<file path="config.mk">
export PLATFORM = sky130hd
export DESIGN_NAME = serial_rx
export DESIGN_NICKNAME = d
export VERILOG_FILES = /design/src/rtl/serial_rx.sv
export SDC_FILE = /design/constraint.sdc
export NUM_CORES = 1
export LEC_CHECK = 0
export CORE_AREA = 2 2 83 85
export CTS_CLUSTER_DIAMETER = 120
export CTS_CLUSTER_SIZE = 10
export DETAILED_ROUTE_END_ITERATION = 8
export DIE_AREA = 0 0 85 87
export PLACE_DENSITY = 0.72
export SYNTH_ARGS = -nofsm -noshare
export SYNTH_HDL_FRONTEND = slang
export SYNTH_SLANG_ARGS = --single-unit
</file>
<file path="constraint.sdc">
create_clock -name clk -period 4.2 [get_ports clk]
set_clock_uncertainty 0.1 [all_clocks]
set_input_delay 0.84 -clock clk [delete_from_list [all_inputs] [get_ports clk]]
set_output_delay 0.84 -clock clk [all_outputs]
set_load 0.01 [all_outputs]
</file>
<file path="src/rtl/serial_rx.sv">
// Receiver for a 32-bit SPI-like link (data_enable/sclk/sdi, MSB first).
// The link inputs are oversampled in the clk domain, and each word is delivered on a valid/ack handshake.
module serial_rx #(
  parameter int WIDTH       = 32,
  parameter int SYNC_STAGES = 2
) (
  input  logic             clk,
  input  logic             rst_n,
  input  logic             sclk,
  input  logic             data_enable,
  input  logic             sdi,
  input  logic             data_ack,
  output logic [WIDTH-1:0] data_out,
  output logic             data_valid,
  output logic             busy,
  output logic             frame_err,
  output logic             overrun
);

  // state | meaning
  // IDLE  | waiting for a data_enable rising edge
  // SHIFT | collecting bits on synchronized sclk rising edges
  // TAIL  | word complete; waiting for data_enable to fall, flagging extra edges
  typedef enum logic [1:0] {IDLE, SHIFT, TAIL} state_t;

  localparam int CW = $clog2(WIDTH + 1);

  state_t                 state;
  logic [SYNC_STAGES-1:0] de_sync;
  logic [SYNC_STAGES-1:0] sclk_sync;
  logic [SYNC_STAGES-1:0] sdi_sync;
  logic                   de_d;
  logic                   sclk_d;
  logic                   de_s;
  logic                   sclk_s;
  logic                   sdi_s;
  logic                   de_rise;
  logic                   de_fall;
  logic                   sck_rise;
  logic [WIDTH-1:0]       shift_reg;
  logic [CW-1:0]          bit_cnt;

  // data_enable resets high so that a frame already running at reset release stays ignored.
  always_ff @(posedge clk or negedge rst_n) begin
    if (!rst_n) begin
      de_sync   <= '1;
      de_d      <= 1'b1;
      sclk_sync <= '0;
      sclk_d    <= 1'b0;
      sdi_sync  <= '0;
    end else begin
      de_sync   <= {de_sync[SYNC_STAGES-2:0], data_enable};
      de_d      <= de_sync[SYNC_STAGES-1];
      sclk_sync <= {sclk_sync[SYNC_STAGES-2:0], sclk};
      sclk_d    <= sclk_sync[SYNC_STAGES-1];
      sdi_sync  <= {sdi_sync[SYNC_STAGES-2:0], sdi};
    end
  end

  assign de_s     = de_sync[SYNC_STAGES-1];
  assign sclk_s   = sclk_sync[SYNC_STAGES-1];
  assign sdi_s    = sdi_sync[SYNC_STAGES-1];
  assign de_rise  = de_s & ~de_d;
  assign de_fall  = ~de_s & de_d;
  assign sck_rise = sclk_s & ~sclk_d;
  assign busy     = (state != IDLE);

  always_ff @(posedge clk or negedge rst_n) begin
    if (!rst_n) begin
      state      <= IDLE;
      shift_reg  <= '0;
      bit_cnt    <= '0;
      data_out   <= '0;
      data_valid <= 1'b0;
      frame_err  <= 1'b0;
      overrun    <= 1'b0;
    end else begin
      frame_err <= 1'b0;
      overrun   <= 1'b0;
      if (data_valid && data_ack)
        data_valid <= 1'b0;
      case (state)
        IDLE: begin
          if (de_rise) begin
            shift_reg <= '0;
            bit_cnt   <= '0;
            state     <= SHIFT;
          end
        end
        SHIFT: begin
          // A de_fall that lands together with an sclk edge wins: the frame counts as short.
          if (de_fall) begin
            frame_err <= 1'b1;
            state     <= IDLE;
          end else if (sck_rise) begin
            shift_reg <= {shift_reg[WIDTH-2:0], sdi_s};
            bit_cnt   <= bit_cnt + 1'b1;
            if (bit_cnt == CW'(WIDTH - 1)) begin
              state <= TAIL;
              if (!data_valid || data_ack) begin
                data_out   <= {shift_reg[WIDTH-2:0], sdi_s};
                data_valid <= 1'b1;
              end else begin
                overrun <= 1'b1;
              end
            end
          end
        end
        TAIL: begin
          if (sck_rise)
            frame_err <= 1'b1;
          if (de_fall)
            state <= IDLE;
        end
        default: state <= IDLE;
      endcase
    end
  end

endmodule

</file>
==> results.md <==
* Post-cts resize count at 0
* Flops & latches, synth at slightly above 80
* Min Tclk post-route at between 2000 and 3000 ps
* Antenna violations before repair at 0
* Pwr Density at about 430 nW/um2
* Slew Viols, Final at 0
* DR iter-0 viols at between 50 and 60
* WL met1 at around 2500 um
* Clk_lat worst skew at around 350 ps
* TritonRoute pass-1 iters at 4
* Via/cell ratio at about 5.5
* Internal at around 1200 uW
* CTS Sinks at between 80 and 90
* RSZ-0062 raised after global routing: false
* Largest net degree at the start of global routing at between 80 and 90
* # IOs at between 40 and 50
* Routed wl met2 at between 2000 and 2500 um
* WP data required at 3260 ps
* P&R area growth vs syn at 22.0%
* Library cells used by synthesis at 33
* CP endpoint kind: output pin
* Crit Path Category: flip-flop to output pin
* Static Leak at 0.00186 uW
* Post-synth top area share at 0.629
* FILL cells at 543
* WL met3 at 216 um
* Seq pwr share at 0.507
* Crit-path max FO at 5
* Diodes inserted at 0
* WHS Path Cells at 0
* Multi-input gate area at around 1000 um2
* Psw at 395 uW
* Synthesized cell area at between 3000 and 4000 um2
* CP cell instances: inv_1, ha_1, inv_1, clkdlybuf4s50_1
* Status: finished, final reports clean
* Die height at 87 um
* Hold_buf cts at 0
* Slew HR at 0.355
* Register area share after synthesis at 0.654
* Gp weighted congestion at just over 0.7
* DRC viols at 0
* Post-DP HPWL at roughly 3100 um
* Clock power frac at 0.387
* Hold WC Path Type: flip-flop to flip-flop
* Setup violations, final at 0
* Commonest cells after routing, fill and taps aside: dfrtp_1, clkdlybuf4s50_1, a22o_1
* Htree depth at 3
* Register Area at 2060 um2
* WL/cell at 15.2 um
* Peak supply drop at 0.000334 V
* Yosys top cell by area: dfrtp_1
* Mapped Nets at 219
* Via count of the first global-routing pass at approximately 1.9k
* Via count at roughly 1.9k
* Root Driver: clkbuf_8
* Core Area at 6570 um2
* PortBufs at 41
* Initial Util at 0.478
* Antenna Nets Post-Route at 0
* Tot Pwr at about 1600 uW
* Crit-path slowest cell: clkdlybuf4s50_1
* Post-CTS Setup Repair Bufs at 0
* # rows at 30
* Clk buf depth at 2
* Number of flip-flops in the largest register at 32
* CP Depth at 4
* Combinational power share at 0.105
* Gr ovfl total at 0
* Startpoint Class: flip-flop
* Synth warn at 0
* GR Util All Layers at 0.156
* Width of the die at about 85 um
* Final #Nets at around 270
* TritonCTS Buffers at 9
* R2R cell count at 6
* Setup TNS at 0 ps
* Switching Share at 0.242
* Actual slew at the worst max-slew pin at around 970 ps
* CTS tree: yes
* Die area at 7400 um2
* Top Layer Used: met4
* Fin util at 0.584
* Mapped Cells at approximately 210
* Max-Cap Viols at 0
* CP max stage delay at between 500 and 600 ps
* Final hold viol count at 0
* Total length of routed wires at 5140 um
* Most frequent CP cell: inv_1
* Ranking of synthesized cells by area: dfrtp_1, mux2_2, a22o_1, dfstp_2, ha_1
* Global-route wire length before repair at approximately 9000 um
* Max Freq at 369 MHz
* Clock transition at path regs at 80 ps
* Most common cell after layout, fill and taps aside: dfrtp_1
* Crit path max-delay family: buffers and inverters
* Buf/Inv on CP at 3
* Worst EP arrival at roughly 1800 ps
* Avg Cell Area, Syn at 15.0 um2
* Share of cells above drive strength 1 at 0.224
* Final period utilization at 0.645
-- cells in the mapped netlist, drive strengths merged --
master,number
dfrtp,79
a22o,33
mux2,33
nand2,10
buf,9
ha,4
nor3,4
dfstp,3
inv,3
mux2i,3
nand2b,3
o21ai,3
a21oi,2
and3,2
nor2,2
nor2b,2
a21boi,1
a22oi,1
and2,1
and2b,1
and3b,1
nand3,1
nand4b,1
nor3b,1
nor4,1
o211ai,1
o2bb2ai,1
o311a,1
or3,1
or4,1
-- cells by family (layout without fill, tap and decap cells) --
| group | after synthesis | after routing | share of synthesized area |
|---|---|---|---|
| AOI/OAI and AO/OA | 43 | 43 | 0.114 |
| adders and majority gates | 4 | 4 | 0.0159 |
| buffers and inverters | 12 | 62 | 0.0239 |
| DFF | 82 | 82 | 0.654 |
| muxes | 36 | 36 | 0.128 |
| and+or+nand+nor | 32 | 32 | 0.0637 |
-- metrics by stage --
stage / hold WS (ps) / cells / cell area (um2) / setup WS, ps
2_1_floorplan: 231 / 209 / 3140 / 2220
3_3_place_gp: 234 / 324 / 3610 / 1580
3_5_place_dp: 236 / 324 / 3610 / 1540
4_1_cts: 255 / 339 / 3830 / 1470
5_1_grt: 258 / 339 / 3830 / 1370
6_report: 254 / 339 / 3830 / 1490
-- layer usage --
layer	up-vias	GRT usage
li1	857	-
met1	959	0.220
met2	46	0.219
met3	11	0.0341
met4	0	0.102
met5	-	0
-- power by group through the flow --
stage          Combinational [uW]  Sequential [uW]  Clock (uW)
2_1_floorplan                 115              840           0
3_3_place_gp                  170              843           0
3_5_place_dp                  172              844           0
4_1_cts                       173              828         648
5_1_grt                       193              832         677
6_report                      172              828         632
-- path summary, 6_finish.rpt --
check	slack [ps]	from	to
max	1490	state[1]	busy
min in group asynchronous	550	rst_n	data_out[24]
max reg2reg	1910	state[1]	shift_reg[10]
min	250	sclk_sync[0]	sclk_sync[1]
max in group asynchronous	2840	rst_n	data_out[2]
min reg2reg	250	sclk_sync[0]	sclk_sync[1]
-- cell type report --
type / count / area share
clock buffers: 13 / 0.0414
clock inverters: 2 / 0.0157
inverters: 3 / 0.00294
multi-input cells: 115 / 0.265
flip-flops and latches: 82 / 0.536
well taps: 80 / 0.0261
repair buffers: 44 / 0.112
-- worst register-to-register path, cell delays in order (launching register included) --
cell and delay (ps):
dfrtp_1 390, inv_1 90, ha_1 260, and3b_1 250, a21oi_2 630, buf_4 360, a22o_1 160
Power figures use the tool's default switching activity.
